**src/rtl/id_ex_pipe_pkg.sv**
```systemverilog
// Shared defines for the decode/execute boundary.
// NOP payload constants driven when no operation is valid.
package id_ex_pipe_pkg;

  localparam logic [7:0]  NOP_OP       = 8'h00;
  localparam logic [2:0]  RES_NOP      = 3'b000;
  localparam logic [31:0] ZeroWord     = 32'h0000_0000;
  localparam logic [4:0]  NOPRegAddr   = 5'b00000;
  localparam logic        WriteDisable = 1'b0;

endpackage

```
**src/rtl/pipe_payload_reg.sv**
```systemverilog
// Width-parametrised load-enable payload register.
// Holds its value until load is asserted.
module pipe_payload_reg
  import id_ex_pipe_pkg::*;
#(
  parameter int W = 32
) (
  input  logic         clk,
  input  logic         load,
  input  logic [W-1:0] d,
  output logic [W-1:0] q
);

  // Capture new payload only when loaded.
  always_ff @(posedge clk) begin
    if (load) q <= d;
  end

endmodule

```
**src/rtl/id_ex_pipe.sv**
```systemverilog
// ID/EX pipeline register with a one-entry skid buffer.
// Ready is registered so it never depends on out_ready.
module id_ex_pipe
  import id_ex_pipe_pkg::*;
#(
  parameter int ALUOP_W  = 8,
  parameter int ALUSEL_W = 3,
  parameter int REG_W    = 32,
  parameter int ADDR_W   = 5
) (
  input  logic                clk,
  input  logic                rst,
  input  logic                flush,
  input  logic                in_valid,
  output logic                in_ready,
  input  logic [ALUOP_W-1:0]  id_aluop,
  input  logic [ALUSEL_W-1:0] id_alusel,
  input  logic [REG_W-1:0]    id_reg1,
  input  logic [REG_W-1:0]    id_reg2,
  input  logic [ADDR_W-1:0]   id_wd,
  input  logic                id_wreg,
  output logic                out_valid,
  input  logic                out_ready,
  output logic [ALUOP_W-1:0]  ex_aluop,
  output logic [ALUSEL_W-1:0] ex_alusel,
  output logic [REG_W-1:0]    ex_reg1,
  output logic [REG_W-1:0]    ex_reg2,
  output logic [ADDR_W-1:0]   ex_wd,
  output logic                ex_wreg,
  output logic [1:0]          occupancy
);

  localparam int P =
    ALUOP_W + ALUSEL_W + 2 * REG_W + ADDR_W + 1;

  typedef enum logic [1:0] {
    EMPTY = 2'd0,
    FULL  = 2'd1,
    SKID  = 2'd2
  } state_t;

  state_t state, state_n;

  logic         accept, consume;
  logic         main_load, skid_load;
  logic [P-1:0] in_pl, main_d, main_q, skid_q;

  logic [ALUOP_W-1:0]  m_aluop;
  logic [ALUSEL_W-1:0] m_alusel;
  logic [REG_W-1:0]    m_reg1, m_reg2;
  logic [ADDR_W-1:0]   m_wd;
  logic                m_wreg;

  assign accept  = in_valid && in_ready;
  assign consume = out_valid && out_ready;

  assign in_pl = {id_aluop, id_alusel, id_reg1,
                  id_reg2, id_wd, id_wreg};

  // Skid contents refill main when draining SKID.
  assign main_d = (state == SKID) ? skid_q : in_pl;

  // Next state and register loads from the handshake.
  always_comb begin
    state_n   = state;
    main_load = 1'b0;
    skid_load = 1'b0;
    unique case (state)
      EMPTY: begin
        if (accept) begin
          state_n   = FULL;
          main_load = 1'b1;
        end
      end
      FULL: begin
        unique case (1'b1)
          accept && consume: main_load = 1'b1;
          accept && !consume: begin
            state_n   = SKID;
            skid_load = 1'b1;
          end
          !accept && consume: state_n = EMPTY;
          default: ;
        endcase
      end
      SKID: begin
        if (consume) begin
          state_n   = FULL;
          main_load = 1'b1;
        end
      end
      default: state_n = EMPTY;
    endcase
    if (rst || flush) begin
      state_n   = EMPTY;
      main_load = 1'b0;
      skid_load = 1'b0;
    end
  end

  // State plus registered handshake/occupancy outputs.
  always_ff @(posedge clk) begin
    state     <= state_n;
    in_ready  <= (state_n != SKID);
    out_valid <= (state_n != EMPTY);
    unique case (state_n)
      EMPTY:   occupancy <= 2'd0;
      FULL:    occupancy <= 2'd1;
      default: occupancy <= 2'd2;
    endcase
  end

  pipe_payload_reg #(.W(P)) u_main (
    .clk  (clk),
    .load (main_load),
    .d    (main_d),
    .q    (main_q)
  );

  pipe_payload_reg #(.W(P)) u_skid (
    .clk  (clk),
    .load (skid_load),
    .d    (in_pl),
    .q    (skid_q)
  );

  assign {m_aluop, m_alusel, m_reg1,
          m_reg2, m_wd, m_wreg} = main_q;

  assign ex_aluop  = out_valid ? m_aluop
                               : ALUOP_W'(NOP_OP);
  assign ex_alusel = out_valid ? m_alusel
                               : ALUSEL_W'(RES_NOP);
  assign ex_reg1   = out_valid ? m_reg1
                               : REG_W'(ZeroWord);
  assign ex_reg2   = out_valid ? m_reg2
                               : REG_W'(ZeroWord);
  assign ex_wd     = out_valid ? m_wd
                               : ADDR_W'(NOPRegAddr);
  assign ex_wreg   = out_valid ? m_wreg : WriteDisable;

endmodule

```
**config.mk**
```make
export PLATFORM = sky130hd
export DESIGN_NAME = id_ex_pipe
export DESIGN_NICKNAME = d
export VERILOG_FILES = /design/src/rtl/id_ex_pipe_pkg.sv /design/src/rtl/pipe_payload_reg.sv /design/src/rtl/id_ex_pipe.sv
export SDC_FILE = /design/constraint.sdc
export NUM_CORES = 1
export LEC_CHECK = 0
export CORE_MARGIN = 8
export CORE_UTILIZATION = 44
export CTS_CLUSTER_SIZE = 16
export DETAILED_ROUTE_END_ITERATION = 6
export PLACE_DENSITY = 0.86
export REMOVE_ABC_BUFFERS = 1
export SYNTH_ARGS = -nofsm -noshare
export SYNTH_HDL_FRONTEND = slang
export SYNTH_HIERARCHICAL = 1
export SYNTH_SLANG_ARGS = --single-unit
```
**constraint.sdc**
```tcl
create_clock -name clk -period 8 [get_ports clk]
set_clock_uncertainty 0.2 [all_clocks]
set_input_delay 0.8 -clock clk [delete_from_list [all_inputs] [get_ports clk]]
set_output_delay 0.8 -clock clk [all_outputs]
set_load 0.03 [all_outputs]
```
* After elaboration in Yosys (flattened, before gate mapping)
Cells that the tools add are included.
Word-level totals: input port bits 86, register bits after elaboration 168, output and inout port bits 85, logic and storage cells 42
Cells by class: eq/ne operators 4, mux-type cells 21, reduce and logical (&&, ||, !) cells 11
Operators with widths (count):
- 81-bit two-way mux | 1
- 32-bit two-way mux | 2
- 1-bit two-way mux | 8
- 8-bit two-way mux | 1
- 2-bit one-hot mux with 2 select lines | 2
- 2-bit two-way mux | 3
- 2-bit one-hot mux with 3 select lines | 1
- 1-bit logical AND | 5
- 5-bit two-way mux | 1
- 2-bit by 1-bit == test with 1-bit output, second input constant | 2
- 2-bit zero test | 2
- 3-bit two-way mux | 1
- 1-bit one-hot mux with 3 select lines | 1
- 2-bit == test, second input constant | 1
- 1-bit zero test | 2
- 2-bit inequality test, second input constant | 1
- 2-bit nonzero test | 1
- 1-bit logical OR | 1

* Logic depth before layout (Yosys ltp)
depth after elaboration 8, depth in mapped cells 5, gate-level depth less buffers 3

* Hierarchy
Netlist, hierarchy kept.
Modules (own cells, without submodules):
- pipe_payload_reg | cells each 81, sequential area each 2432.3 um^2, area each 2432.3 um^2, instances 2
- id_ex_pipe | cells each 382, sequential area each 120.1 um^2, area each 1816.7 um^2, instances 1

* Least setup slack after synthesis
Ideal clock, no wire load.
path kind input -> register, start in flush, end reg u_skid.q[0], enable pin, path buffers 1, arrival time 6.783 ns, library setup time 0.620 ns, setup slack 0.397 ns, stages on the path 3, cells stage by stage or2_2 clkbuf_1 nor3_1
On the way: cells in the longest elaborated chain, start to end 2
Ends and longest elaborated chain:
- from (decl) | line id_ex_pipe.sv:13 | input logic flush,
- 1-bit logical OR | line id_ex_pipe.sv:94 | if (rst || flush) begin
- 1-bit two-way mux | line id_ex_pipe.sv:94
- named net skid_load | line id_ex_pipe.sv:45 | logic main_load, skid_load;
- to (signal assigned) | line pipe_payload_reg.sv:16 | if (load) q <= d;
- to (decl) | line pipe_payload_reg.sv:11 | output logic [W-1:0] q
The timed path passes the listed nets, and every way through them passes these cells. A chain may end at the register's enable or synchronous reset.

* Final worst setup path
start reg out_valid, end out ex_aluop[0]
On the way: cells in the longest elaborated chain, start to end 1
Ends and longest elaborated chain:
- from (decl) | line id_ex_pipe.sv:22 | output logic out_valid,
- from (signal assigned) | line id_ex_pipe.sv:105 | out_valid <= (state_n != EMPTY);
- 8-bit two-way mux | line id_ex_pipe.sv:130 | assign ex_aluop = out_valid ? m_aluop
- to (decl) | line id_ex_pipe.sv:24 | output logic [ALUOP_W-1:0] ex_aluop,
No other way between the ends.

==> flow_summary.json <==
{
  "cts_inserted_buffers": 17,
  "drt_wl_total_mm": 14.5,
  "cts_setup_buffers": 0,
  "cap_violations": 0,
  "final_common_cell": "nand2_1",
  "grt_pass1_wl_mm": 23.5,
  "ctsResizeCount": 0,
  "grt_busiest_layer": "met2",
  "slew_headroom_pct": 20.1,
  "pre_cts_ws_ns": 4.61,
  "use_met3_pct": 5.54,
  "antenna_left": 0,
  "switchingPower_uw": 397,
  "die_h_um": 139,
  "slew_viol_final": 0,
  "cts.sinks": 168,
  "outcome": "finished, final reports clean",
  "fp.dieW_um": 139,
  "startpoint_type": "flop",
  "hold_violations": 0,
  "cts_tree": "built",
  "finalSetupViolations": 0,
  "drt-vias-per-instance": 4.75,
  "finalWorstSetupSlack_ns": 4.47,
  "p_total_mw": 1.95,
  "syn-cell-area_mm2": 0.00668,
  "dieArea_mm2": 0.0194,
  "timing.hold.ws_ns": 0.306,
  "first_pass_iters": 4,
  "io_buffers": 170,
  "arrival_ns": 2.53,
  "sequentialPowerShare_pct": 51.2,
  "layout-drive-gt1-share_pct": 4.72,
  "min_period_ns": 3.53,
  "wire_per_inst_um": 16.0,
  "rsz0062_at_grt": "false",
  "irDropWorstVdd_mv": 0.183,
  "holdBufCountCts": 0,
  "clkPwrFrac_pct": 41.0,
  "critical_path_class": "flop to primary output",
  "area_delta_synth_final_pct": 36.5,
  "path_clk_slew_ns": 0.06,
  "worstMarginPinSlew_ns": 1.20,
  "internal_power_mw": 1.55,
  "avgSynthCellArea_um2": 12.3,
  "first_global_vias": 4499,
  "htree_num_levels": 4,
  "nFillCells": 1183,
  "yosys_warnings": 6,
  "hold_path_class": "flop to flop",
  "netlist_instances": 544,
  "nets": 794,
  "sw_frac_of_total_pct": 20.4,
  "cellPowerDensity_mw_per_mm2": 214,
  "worstPathRequired_ns": 7.00,
  "use_met2_pct": 25.7,
  "end_kind": "primary output",
  "p_comb_share_pct": 7.8,
  "cts_root_buffer": "clkbuf_16",
  "initial_utilization_pct": 44.4,
  "clk_latency_ns": 0.41,
  "cp_max_fo": 85,
  "overflow": 0,
  "diodes": 0,
  "grt_use_met1_pct": 17.7,
  "post-route-period-util_pct": 44.1,
  "ys_ff_latch": 168,
  "p_leak_nw": 3.40,
  "core-area_mm2": 0.0150,
  "ios": 171,
  "yosysSeqAreaShare_pct": 74.6,
  "vias": 4314,
  "reg2reg_setup_slack_ns": 4.66,
  "grt_usage_pct": 15.3,
  "drtIter0Drc": 252,
  "gp_congestion": 0.742,
  "grt_antenna_before_repair": 0,
  "post-dp-hpwl_mm": 9.26,
  "fmax_mhz": 283,
  "grt_max_degree": 86,
  "route.detailed.drc": 0,
  "layout_common_cells": "246 x nand2_1, 170 x clkdlybuf4s50_1, 162 x edfxtp_1",
  "rows": 45,
  "synth_cell_type_count": 21,
  "cts_buffer_depth": 2
}
[critical path, stage by stage (launching register included)]
cell	delay (ns)
dfxtp_2	1.12
and2_1	0.28
clkdlybuf4s50_1	0.70
[Yosys cell counts]
master,instances,area (um2)
clkbuf_1,13,48.8
nor2b_1,1,6.26
nor4b_1,1,8.76
or2_2,1,6.26
and2_1,82,513
a21oi_1,1,5.00
a211oi_1,3,22.5
buf_2,15,75.1
buf_4,1,7.51
nor2_1,2,7.51
and3b_1,1,8.76
a221oi_1,1,8.76
a22oi_1,1,7.51
o21ai_0,2,10.0
nand2_1,246,923
nand2b_1,1,6.26
nor3_1,1,5.00
a211o_1,1,8.76
edfxtp_1,162,4860
a32oi_1,2,17.5
dfxtp_1,6,120
[power groups by stage]
stage	clock network [mW]	registers, mW	logic, mW
2_1_floorplan	0	1.02	0.0660
3_3_place_gp	0	1.01	0.149
3_5_place_dp	0	1.02	0.153
4_1_cts	0.814	0.997	0.154
5_1_grt	0.855	0.999	0.164
6_report	0.799	0.997	0.152
[metrics by stage]
step | setup TNS, ns | cells | util (%) | cell area (um2)
after floorplan | -0.196 | 515 | - | 6550
after global placement | 0 | 877 | 56.9 | 8550
after detailed placement | 0 | 877 | 56.9 | 8550
after CTS | 0 | 909 | 60.7 | 9120
after global routing | 0 | 909 | 60.7 | 9120
final | 0 | 909 | 60.7 | 9120
[layer usage]
metal / up-vias / wire length [um]
met5: - / 0
li1: 2139 / -
met1: 2016 / 6060
met2: 145 / 7260
met4: 0 / 193
met3: 14 / 1010
[layout make-up]
cell class              count  area [um2]  area share (%)
repair buffers            174        1730            19.0
clock inverters            10         128            1.40
well taps                 188         235            2.58
clock buffers              22         444            4.87
multi-input cells         347        1600            17.5
flip-flops and latches    168        4990            54.7
[final timing paths]
kind | endpoint | startpoint | cells past startpoint
setup / recovery | ex_aluop[0] | out_valid$_DFF_P_ | 2
hold reg to reg | u_main/q[55]$_DFFE_PP_ | u_skid/q[55]$_DFFE_PP_ | 2
hold / removal | u_main/q[55]$_DFFE_PP_ | u_skid/q[55]$_DFFE_PP_ | 2
setup reg to reg | u_main/q[21]$_DFFE_PP_ | out_valid$_DFF_P_ | 4
[registers in the layout (all words and copies together), names as in the netlist]
name / cells
in_ready: 1
state: 2
u_main/q: 81
u_skid/q: 81
occupancy: 2
out_valid: 1
[logic make-up (layout without fill, tap and decap cells)]
kind of cell           count (synthesis)  in the layout  synth area share, %
AO/OA/AOI/OAI                         11             11                 1.20
buffers and inverters                 29            206                 1.97
flip-flops                           168            168                 74.6
AND/OR/NAND/NOR                      336            336                 22.2
No activity file was read; power rests on OpenSTA's default activity.
